===== src/rtl/operand_selector_pkg.sv =====
// ---------------------------------------------------------------------------
// operand_selector_pkg
//   Shared matrix-unit definitions: operation encodings, error codes and the
//   operand selector state encoding. Also imported by ctrl_fsm so both
//   blocks agree on what an op_sel value and an err_code value mean.
// ---------------------------------------------------------------------------
package operand_selector_pkg;

  // Matrix operation encodings (op_sel)
  localparam logic [2:0] OP_TRANS  = 3'b000;
  localparam logic [2:0] OP_ADD    = 3'b001;
  localparam logic [2:0] OP_SCALAR = 3'b010;
  localparam logic [2:0] OP_MUL    = 3'b011;
  localparam logic [2:0] OP_DET    = 3'b100;

  // err_code values
  localparam logic [1:0] ERR_NONE    = 2'b00;
  localparam logic [1:0] ERR_EMPTY   = 2'b01;  // picked slot holds no matrix
  localparam logic [1:0] ERR_DIM     = 2'b10;  // dimensions incompatible
  localparam logic [1:0] ERR_NO_PAIR = 2'b11;  // scan exhausted, or invalid op

  // Operand selector states
  typedef enum logic [3:0] {
    S_IDLE   = 4'd0,
    S_WAIT_A = 4'd1,
    S_WAIT_B = 4'd2,
    S_LOOK_A = 4'd3,
    S_LOOK_B = 4'd4,
    S_CHECK  = 4'd5,
    S_SCAN_A = 4'd6,
    S_SCAN_B = 4'd7,
    S_DONE   = 4'd8,
    S_ERR    = 4'd9
  } sel_state_e;

  // 101..111 are not assigned to any operation.
  function automatic logic op_is_valid(input logic [2:0] op);
    return (op <= OP_DET);
  endfunction

  // Unary operations only need operand A; B mirrors A.
  function automatic logic op_is_unary(input logic [2:0] op);
    return (op == OP_TRANS) || (op == OP_SCALAR) || (op == OP_DET);
  endfunction

endpackage


===== src/rtl/operand_selector_dim_compat.sv =====
// ---------------------------------------------------------------------------
// dim_compat_check
//   Purely combinational dimension compatibility test for one operation.
//   Ports:
//     op              operation encoding (operand_selector_pkg OP_*)
//     rows_a, cols_a  dimensions of operand A
//     rows_b, cols_b  dimensions of operand B (ignored for unary ops)
//     pass            1 when the operands can be used with op
// ---------------------------------------------------------------------------
module dim_compat_check
  import operand_selector_pkg::*;
(
  input  logic [2:0] op,
  input  logic [2:0] rows_a,
  input  logic [2:0] cols_a,
  input  logic [2:0] rows_b,
  input  logic [2:0] cols_b,
  output logic       pass
);

  always_comb begin
    pass = 1'b0;
    case (op)
      OP_TRANS:  pass = 1'b1;
      OP_SCALAR: pass = 1'b1;
      OP_DET:    pass = (rows_a == cols_a);
      OP_ADD:    pass = (rows_a == rows_b) && (cols_a == cols_b);
      OP_MUL:    pass = (cols_a == rows_b);
      default:   pass = 1'b0;  // unassigned encodings never pass
    endcase
  end

endmodule


===== src/rtl/operand_selector.sv =====
// ---------------------------------------------------------------------------
// operand_selector
//   Chooses the storage slot(s) feeding a matrix operation, either from user
//   key presses (manual) or by scanning all 16 slots for the first
//   dimension-compatible pair (auto).
//
//   Ports:
//     clk, rst_n        clock (rising edge), asynchronous active-low reset
//     start_select      one-cycle request; restarts the block from any state
//     manual_mode       sampled with start_select: 1 manual, 0 auto scan
//     op_sel            sampled with start_select: operation encoding
//     key_confirm       one-cycle confirm pulse, sw_id sampled with it
//     sw_id             manually chosen slot ID
//     slot_valid        bit i set when slot i holds a matrix (sampled live)
//     dim_addr          dimension lookup address
//     dim_rows/cols     dimensions of dim_addr, valid one cycle after it
//     select_busy       high in every state except IDLE, DONE, ERR
//     select_done       level, high in DONE
//     select_error      one-cycle pulse on entry to ERR
//     err_code          cause of the error, held until the next start
//     selected_a/b      chosen IDs (B mirrors A for unary ops)
//     state_dbg         current FSM state for observation
//
//   Handshake: start_select and key_confirm are single-cycle strobes with no
//   back-pressure; each is acted on in the cycle it is high. start_select
//   has priority, so a key press in the same cycle is dropped. Results are
//   reported by select_done (level) or select_error (pulse) and stay valid
//   until the next start_select.
// ---------------------------------------------------------------------------
module operand_selector
  import operand_selector_pkg::*;
(
  input  logic        clk,
  input  logic        rst_n,
  input  logic        start_select,
  input  logic        manual_mode,
  input  logic [2:0]  op_sel,
  input  logic        key_confirm,
  input  logic [3:0]  sw_id,
  input  logic [15:0] slot_valid,
  output logic [3:0]  dim_addr,
  input  logic [2:0]  dim_rows,
  input  logic [2:0]  dim_cols,
  output logic        select_busy,
  output logic        select_done,
  output logic        select_error,
  output logic [1:0]  err_code,
  output logic [3:0]  selected_a,
  output logic [3:0]  selected_b,
  output logic [3:0]  state_dbg
);

  sel_state_e state;
  logic       phase;     // 0: address cycle, 1: dims valid / capture cycle
  logic [2:0] op_q;
  logic       manual_q;
  logic [2:0] rows_a, cols_a, rows_b, cols_b;

  logic unary;
  logic compat_pass;
  logic adv_a;           // auto scan: move to next A candidate
  logic adv_b;           // auto scan: move to next B candidate

  assign unary     = op_is_unary(op_q);
  assign state_dbg = state;

  dim_compat_check u_compat (
    .op     (op_q),
    .rows_a (rows_a),
    .cols_a (cols_a),
    .rows_b (rows_b),
    .cols_b (cols_b),
    .pass   (compat_pass)
  );

  // Scan stepping is decided here so all the "try the next slot" paths
  // (empty slot, failed check, B wrap) share one update in the FSM.
  always_comb begin
    adv_b = 1'b0;
    adv_a = 1'b0;
    if (state == S_SCAN_B && !phase && !slot_valid[selected_b])
      adv_b = 1'b1;
    if (state == S_CHECK && !manual_q && !compat_pass && !unary)
      adv_b = 1'b1;
    if (state == S_SCAN_A && !phase && !slot_valid[selected_a])
      adv_a = 1'b1;
    if (state == S_CHECK && !manual_q && !compat_pass && unary)
      adv_a = 1'b1;
    // B past slot 15 rolls over into the next A candidate.
    if (adv_b && (selected_b == 4'd15))
      adv_a = 1'b1;
  end

  always_ff @(posedge clk or negedge rst_n) begin
    if (!rst_n) begin
      state        <= S_IDLE;
      phase        <= 1'b0;
      op_q         <= 3'b000;
      manual_q     <= 1'b0;
      rows_a       <= 3'd0;
      cols_a       <= 3'd0;
      rows_b       <= 3'd0;
      cols_b       <= 3'd0;
      dim_addr     <= 4'd0;
      select_busy  <= 1'b0;
      select_done  <= 1'b0;
      select_error <= 1'b0;
      err_code     <= ERR_NONE;
      selected_a   <= 4'd0;
      selected_b   <= 4'd0;
    end else begin
      select_error <= 1'b0;

      if (start_select) begin
        op_q        <= op_sel;
        manual_q    <= manual_mode;
        select_done <= 1'b0;
        err_code    <= ERR_NONE;
        phase       <= 1'b0;
        selected_a  <= 4'd0;
        selected_b  <= 4'd0;
        dim_addr    <= 4'd0;
        if (!op_is_valid(op_sel)) begin
          state        <= S_ERR;
          err_code     <= ERR_NO_PAIR;
          select_error <= 1'b1;
          select_busy  <= 1'b0;
        end else if (manual_mode) begin
          state       <= S_WAIT_A;
          select_busy <= 1'b1;
        end else begin
          state       <= S_SCAN_A;
          select_busy <= 1'b1;
        end
      end else begin
        case (state)
          S_WAIT_A: begin
            if (key_confirm) begin
              if (!slot_valid[sw_id]) begin
                state        <= S_ERR;
                err_code     <= ERR_EMPTY;
                select_error <= 1'b1;
                select_busy  <= 1'b0;
              end else begin
                selected_a <= sw_id;
                selected_b <= sw_id;
                dim_addr   <= sw_id;
                phase      <= 1'b0;
                state      <= unary ? S_LOOK_A : S_WAIT_B;
              end
            end
          end

          S_WAIT_B: begin
            if (key_confirm) begin
              if (!slot_valid[sw_id]) begin
                state        <= S_ERR;
                err_code     <= ERR_EMPTY;
                select_error <= 1'b1;
                select_busy  <= 1'b0;
              end else begin
                selected_b <= sw_id;
                dim_addr   <= selected_a;
                phase      <= 1'b0;
                state      <= S_LOOK_A;
              end
            end
          end

          S_LOOK_A: begin
            if (!phase) begin
              phase <= 1'b1;
            end else begin
              rows_a <= dim_rows;
              cols_a <= dim_cols;
              phase  <= 1'b0;
              if (unary) begin
                state <= S_CHECK;
              end else begin
                dim_addr <= selected_b;
                state    <= S_LOOK_B;
              end
            end
          end

          S_LOOK_B: begin
            if (!phase) begin
              phase <= 1'b1;
            end else begin
              rows_b <= dim_rows;
              cols_b <= dim_cols;
              phase  <= 1'b0;
              state  <= S_CHECK;
            end
          end

          // dim_addr already equals selected_a on entry, so the valid test
          // cycle doubles as the lookup address cycle.
          S_SCAN_A: begin
            if (!phase) begin
              if (slot_valid[selected_a])
                phase <= 1'b1;
            end else begin
              rows_a <= dim_rows;
              cols_a <= dim_cols;
              phase  <= 1'b0;
              if (unary) begin
                state <= S_CHECK;
              end else begin
                selected_b <= 4'd0;
                dim_addr   <= 4'd0;
                state      <= S_SCAN_B;
              end
            end
          end

          S_SCAN_B: begin
            if (!phase) begin
              if (slot_valid[selected_b])
                phase <= 1'b1;
            end else begin
              rows_b <= dim_rows;
              cols_b <= dim_cols;
              phase  <= 1'b0;
              state  <= S_CHECK;
            end
          end

          S_CHECK: begin
            if (compat_pass) begin
              state       <= S_DONE;
              select_done <= 1'b1;
              select_busy <= 1'b0;
              if (unary)
                selected_b <= selected_a;
            end else if (manual_q) begin
              state        <= S_ERR;
              err_code     <= ERR_DIM;
              select_error <= 1'b1;
              select_busy  <= 1'b0;
            end
          end

          // IDLE, DONE and ERR wait for the next start_select.
          default: begin
          end
        endcase

        if (adv_a) begin
          if (selected_a == 4'd15) begin
            state        <= S_ERR;
            err_code     <= ERR_NO_PAIR;
            select_error <= 1'b1;
            select_busy  <= 1'b0;
          end else begin
            selected_a <= selected_a + 4'd1;
            dim_addr   <= selected_a + 4'd1;
            phase      <= 1'b0;
            state      <= S_SCAN_A;
          end
        end else if (adv_b) begin
          selected_b <= selected_b + 4'd1;
          dim_addr   <= selected_b + 4'd1;
          phase      <= 1'b0;
          state      <= S_SCAN_B;
        end
      end
    end
  end

endmodule


===== config.mk =====
export PLATFORM = sky130hd
export DESIGN_NAME = operand_selector
export DESIGN_NICKNAME = d
export VERILOG_FILES = /design/src/rtl/operand_selector_pkg.sv /design/src/rtl/operand_selector_dim_compat.sv /design/src/rtl/operand_selector.sv
export SDC_FILE = /design/constraint.sdc
export NUM_CORES = 1
export LEC_CHECK = 0
export BUFFER_PORTS_ARGS = -buffer_cell sky130_fd_sc_hd__buf_2
export CAP_MARGIN = 10
export CORE_MARGIN = 5
export CORE_UTILIZATION = 50
export CTS_BUF_LIST = sky130_fd_sc_hd__clkbuf_16
export DETAILED_ROUTE_END_ITERATION = 10
export PLACE_DENSITY = 0.81
export SLEW_MARGIN = 20
export SYNTH_ARGS = -nofsm -noshare
export SYNTH_HDL_FRONTEND = slang
export SYNTH_SLANG_ARGS = --single-unit

===== constraint.sdc =====
create_clock -name clk -period 2.8 [get_ports clk]
set_input_delay 0.28 -clock clk [delete_from_list [all_inputs] [get_ports clk]]
set_output_delay 0.28 -clock clk [all_outputs]
set_load 0.02 [all_outputs]

---- Yosys cells after proc, flatten, opt, wreduce, memory -nomap -nowiden ----
Cells that the tools add are included.
word-level totals
  register bits after elaboration ......... 38
  latch bits .............................. 0
  memory bits (writable) .................. 0
  ROM bits ................................ 0
  input port bits ......................... 34
  memories kept ........................... 0
operators by class
  add/sub/neg operators ................... 2
  $mul .................................... 0
  div/mod/pow operators ................... 0
  $lt $le $gt $ge ......................... 4
  eq/ne operators ......................... 23
  shifts and indexed selects .............. 0
  muxes and demuxes ....................... 102
  bitwise gates (word level) .............. 1
  reduce and logical (&&, ||, !) cells .... 31
operators with widths
  kind                                                                          count
  4-bit two-way mux                                                             41
  1-bit two-way mux                                                             40
  4-bit one-hot mux with 6 select lines                                         1
  5-bit != test, second input constant                                          4
  2-bit two-way mux                                                             9
  4-bit by 3-bit equality test with 1-bit output, second input constant         4
  4-bit one-hot mux with 4 select lines                                         1
  4-bit by 5-bit less-than comparator with 1-bit output, second input constant  3
  1-bit binary-select mux with 4-bit select                                     3
  3-bit equality test                                                           4
  4-bit one-hot mux with 3 select lines                                         1
  1-bit logical AND                                                             10
  2-bit OR reduction                                                            5
  9-bit nonzero test                                                            1
  4-bit by 1-bit adder with 4-bit output, second input constant                 2
  4-bit by 2-bit equality test with 1-bit output, second input constant         2
  4-bit equality test, second input constant                                    2
  1-bit one-hot mux with 4 select lines                                         2
  7-bit AND reduction                                                           1
  3-bit by 2-bit equality test with 1-bit output, second input constant         2
  1-bit zero test                                                               6
  6-bit != test, second input constant                                          1
  3-bit AND reduction                                                           2
  5-bit by 1-bit != test with 1-bit output, second input constant               1
  12 further kinds                                                              15

---- Longest topological paths before layout ----
  depth after elaboration ................. 11
  mapped depth ............................ 10
  mapped depth without buffers ............ 8

---- Hierarchy ----
A second synthesis with hierarchy kept.
unflattened totals
  cell total of the unflattened synthesis .. 332
  area, all modules ....................... 3064.2 um^2
by module, submodules not included
  module            instances  cells each  area an instance (um^2)
  operand_selector  1          312         2895.3
  dim_compat_check  1          20          168.9

---- Worst setup path after synthesis ----
Ideal clock, no wire load.
  kind .................................... register to register
  start point ............................. reg selected_a[0]
  end point ............................... reg selected_a[3]
  arrival ................................. 2926 ps
  setup slack ............................. -252 ps
  stages on the path, launching flop included .. 10
  period minus slack after synthesis ...... 3052 ps
  cells stage by stage .................... dfrtp_1 -> buf_6 -> mux4_1 -> mux4_2 -> nor4_1 -> nor2_1 -> and2_4 -> or3_1 -> buf_6 -> o311a_1
on the way
  word-level cells in the longest chain between the ends .. 9
  elaborated cells on any way between the ends .. 12
  those cells by class .................... add/sub (1); eq/ne (1); mux (8); reduce/logical (2)
ends and longest elaborated chain
  what                                       line                     source
  from (decl)                                operand_selector.sv:48   output logic [3:0] selected_a,
  from (signal assigned)                     operand_selector.sv:145  selected_a <= sw_id;
  from (signal assigned)                     operand_selector.sv:256  selected_a <= selected_a + 4'd1;
  1-bit binary-select mux with 4-bit select  operand_selector.sv:85   if (state == S_SCAN_A && !phase && !slot_valid[selected_a])
  1-bit two-way mux (implied by the code)    operand_selector.sv:85
  1-bit zero test                            operand_selector.sv:85
  1-bit logical AND                          operand_selector.sv:85
  1-bit two-way mux                          operand_selector.sv:85
  1-bit two-way mux                          operand_selector.sv:87   if (state == S_CHECK && !manual_q && !compat_pass && unary)
  1-bit two-way mux                          operand_selector.sv:90   if (adv_b && (selected_b == 4'd15))
  4-bit two-way mux *                        operand_selector.sv:249  if (adv_a) begin
  4-bit two-way mux *                        operand_selector.sv:114  if (start_select) begin
Mark *: on every way between the ends. The rest lies on a longest branch, timed or not. The select of a mux whose other input is x is not followed.
A chain may end at the register's enable or synchronous reset.

---- Worst setup path after layout ----
  start point ............................. reg selected_a[0]
  end point ............................... reg state[1] (netlist: state_dbg[1])
on the way
  word-level cells in the longest chain between the ends .. 9
  elaborated cells on any way between the ends .. 19
  those cells by class .................... eq/ne (7); mux (8); reduce/logical (4)
ends and longest elaborated chain
  what                                                                       line                     source
  1-bit binary-select mux with 4-bit select                                  operand_selector.sv:85
  1-bit two-way mux (implied by the code)                                    operand_selector.sv:85
  1-bit zero test                                                            operand_selector.sv:85
  1-bit logical AND                                                          operand_selector.sv:85
  1-bit two-way mux                                                          operand_selector.sv:85
  1-bit two-way mux                                                          operand_selector.sv:87
  1-bit two-way mux                                                          operand_selector.sv:90
  6-bit != test (no source line), or another cell as far along               --
  7-bit AND reduction (no source line) or 4-bit two-way mux (tied branches)  --
  to (signal assigned)                                                       operand_selector.sv:149  state <= unary ? S_LOOK_A : S_WAIT_B;
  to (decl)                                                                  operand_selector.sv:53   sel_state_e state;
Several ways; a longest one is shown, not always the timed one. The select of a mux whose other input is x is not followed.

==> summary.md <==
| Metric | Value |
|---|---|
| Die Ht | `87.56 microns` |
| Syn Nets | `355` |
| Vias per cell | `about 6.8` |
| DIE AREA | `7667 sq um` |
| Psw | `1469 uW` |
| Number of global-route vias before repair | `3152` |
| Worst-Skew Late Latency | `between 200 and 300 ps` |
| Reg clk slew, reported paths | `60 ps` |
| Ys Warns | `0` |
| Synthesized instance count | `319` |
| Via Count | `3255` |
| CTS Buffer Depth | `2` |
| Diode count | `0` |
| CTS Buf Count | `5` |
| Failing checks | `setup timing` |
| Crit share post-route | `100.5%` |
| Hold Violations, Final | `0` |
| Main area contributors after synthesis | `dfrtp_1, mux2_2, mux4_2, mux4_1, o21ai_0` |
| Share of cells above drive strength 1 | `38.37%` |
| GRT Total Usage | `approximately a quarter` |
| Port bufs | `54` |
| Status | `complete, but fails checks` |
| Worst min path class | `in2async` |
| ANT nets after route | `0` |
| Fmax | `0.3552 GHz` |
| Area delta synth->final | `28.66%` |
| Crit path capture type | `flip-flop` |
| DR pass1 iterations | `5` |
| Total I/O pin count | `55` |
| Max stage delay cell, worst path | `mux4_2` |
| CTS Root Cell | `clkbuf_16` |
| Cell internal pwr | `2062 uW` |
| Crit Path Class | `reg2reg` |
| Critical path cell sequence | `mux4_2 -> mux4_2 -> nor4_4 -> nor2_2 -> buf_4 -> nand2_4 -> nand2_2 -> a32o_2 -> mux2_4` |
| Drt initial violations | `351` |
| Initial Util | `51.11%` |
| Drt drc | `0` |
| Worst path most repeated cell | `mux4_2` |
| Antenna violations before repair | `0` |
| H-Tree Depth | `2` |
| CTS sink cnt | `38` |
| Worst setup margin | `-15.10 ps` |
| Avg Inst Size Synth | `9.429 sq um` |
| Clock share of power | `21.1%` |
| CP peak stage delay | `540 ps` |
| CP startpoint kind | `flip-flop` |
| Most common library cell in the layout ignoring fill and taps | `buf_2` |
| P_leak | `roughly 0.0018 uW` |
| Final core utilization | `65.75%` |
| Largest net degree at the start of global routing | `39` |
| Primary FF master, synth | `dfrtp_1` |
| Required @ worst endpoint | `2970 ps` |
| FF/Latch Area | `953.4 sq um` |
| Post-synth cell types | `62` |
| Final Setup Violations | `4` |
| First-pass GRT wire length | `15700 microns` |
| Synth Cell Area | `3008 sq um` |
| CTS tree | `built` |
| Commonest non-fill, non-tap cells in the layout | `buf_2, dfrtp_1, buf_4, nor2_1, nand2_1` |
| DIE WIDTH | `~90 microns` |
| Hold_ws | `about 110 ps` |
| Maximum vdd ir drop | `roughly 0.50 mV` |
| Combinational group share of total power | `52.1%` |
| Tmin final | `between 2000 and 3000 ps` |
| Sw frac | `41.60%` |
| Async SR Flop Fraction | `100.0%` |
| Cts hold-fix bufs | `0` |
| Critical Path Fanout Max | `5` |
| Flops & latches, synth | `38` |
| Sequential-to-total area share from yosys stat | `31.61%` |
| Crit path arrival time | `2990 ps` |
| RSZ-0062 raised after global routing | `true` |
| Detailed Route WL | `10070 microns` |
| Detailed placer's ending HPWL | `7180 microns` |
| Core area | `5886 sq um` |
| RePlAce Congestion | `about 1.0` |
| Max-Cap Viols | `0` |
| Fillers | `477` |
| Yosys top cell by area | `dfrtp_1` |
| Multi-input gate area | `2021 sq um` |
| Sequential share of power | `26.7%` |
| Worst slew pin tran | `870.9 ps` |
| WL/cell | `21.03 microns` |
| Cell Pwr Density | `between 900 and 1000 nW/um^2` |
| Site Rows | `28` |
| Max transition margin | `approximately two fifths` |
| Yosys top cell area share | `31.61%` |
| Slew Viols, Final | `0` |
| Setup Skew | `7.347 ps` |
| EDFF count, synth | `0` |
| GR Overflow Total | `0` |
| Nets | `439` |
## layer usage
metal	share of wire (%)	routed length (microns)	GRT usage [%]	vias up
li1	-	-	-	1393
met1	38	3860	33.65	1579
met2	48	4810	43.36	245
met3	11	1072	5.268	38
met4	3.3	329	9.623	0
met5	0	0	0	-
## area by class of cell
cell class,instances,area share (%)
clock buffer,5,3.233
clock inverter,3,1.778
inverter,9,0.8729
multi-input combinational,256,52.21
sequential,38,24.64
tap,75,2.425
timing repair buffer,93,14.84
## path summary, 6_finish.rpt
check,startpoint,endpoint,slack [ps],cells after the start
max in group asynchronous,rst_n,selected_a[0],2090,1
max reg2reg,selected_a[0],state_dbg[1],-20,9
min reg2reg,select_done,select_done,530,2
min in group clk,dim_cols[1],cols_a[1],230,3
min,rst_n,cols_a[2],110,1
max,selected_a[0],state_dbg[1],-20,9
## cell usage after synthesis (all sizes together), types with 4 or more instances
library cell and instances:
nor4 7, nand3 6, dfrtp 38, nand2 24, inv 9, a21oi 16
o21a 5, xnor2 5, nor3 8, a211oi 9, nor2 26, buf 6
a221oi 7, nor2b 10, a31oi 6, mux2i 6, nand2b 4, clkbuf 10
a21boi 4, o21ai 21, mux4 12, mux2 19, xor2 10
## registers in the layout, indices dropped and copies added (netlist names), 3 cells and up
name,flops
op_q,3
state_dbg,4
selected_b,4
cols_b,3
cols_a,3
rows_a,3
selected_a,4
dim_addr,4
rows_b,3
## through the flow
stage	setup WS (ps)	instance area (sq um)	cells	power [uW]	TNS, ps
2_1_floorplan	-136.6	3020	319	2071	-389.2
3_3_place_gp	-56.18	3577	469	2603	-71.17
3_5_place_dp	-150.6	3577	469	2641	-920.1
4_1_cts	2.157	3789	478	3430	0
5_1_grt	-120.8	3870	479	3722	-753.7
6_report	-15.10	3870	479	3531	-28.47
## power groups by stage
stage	clock [uW]	combinational [uW]	sequential, uW
after floorplan	0	1090	986
after global placement	0	1670	931
after detailed placement	0	1700	943
after CTS	747	1750	937
after global routing	781	1980	964
final	746	1840	945
## cell families (layout without fill, tap and decap cells)
family,after synthesis,count (layout),synth area share [%]
AOI/OAI and AO/OA,103,103,24.09
xor gates and xnor gates,15,15,4.368
adders and majority gates,2,2,0.8318
buffers and inverters,25,110,3.827
DFF,38,38,31.61
muxes,37,37,18.59
and+or+nand+nor,99,99,16.68
## worst max-delay path: cells and delay by family (launching register included)
family                 cells  cell delay, ps
flip-flops                 1             430
multiplexers               3            1350
AND/OR/NAND/NOR            4             450
AO/OA/AOI/OAI              1             310
buffers and inverters      1             160
## what timing repair did
item,CTS,global route
gates resized for setup,9,19
endpoints found under the hold margin,0,0
endpoints found under the setup margin,10,15
setup buffers,1,1
pin swaps,3,3
(Power assumes the default switching activity.)
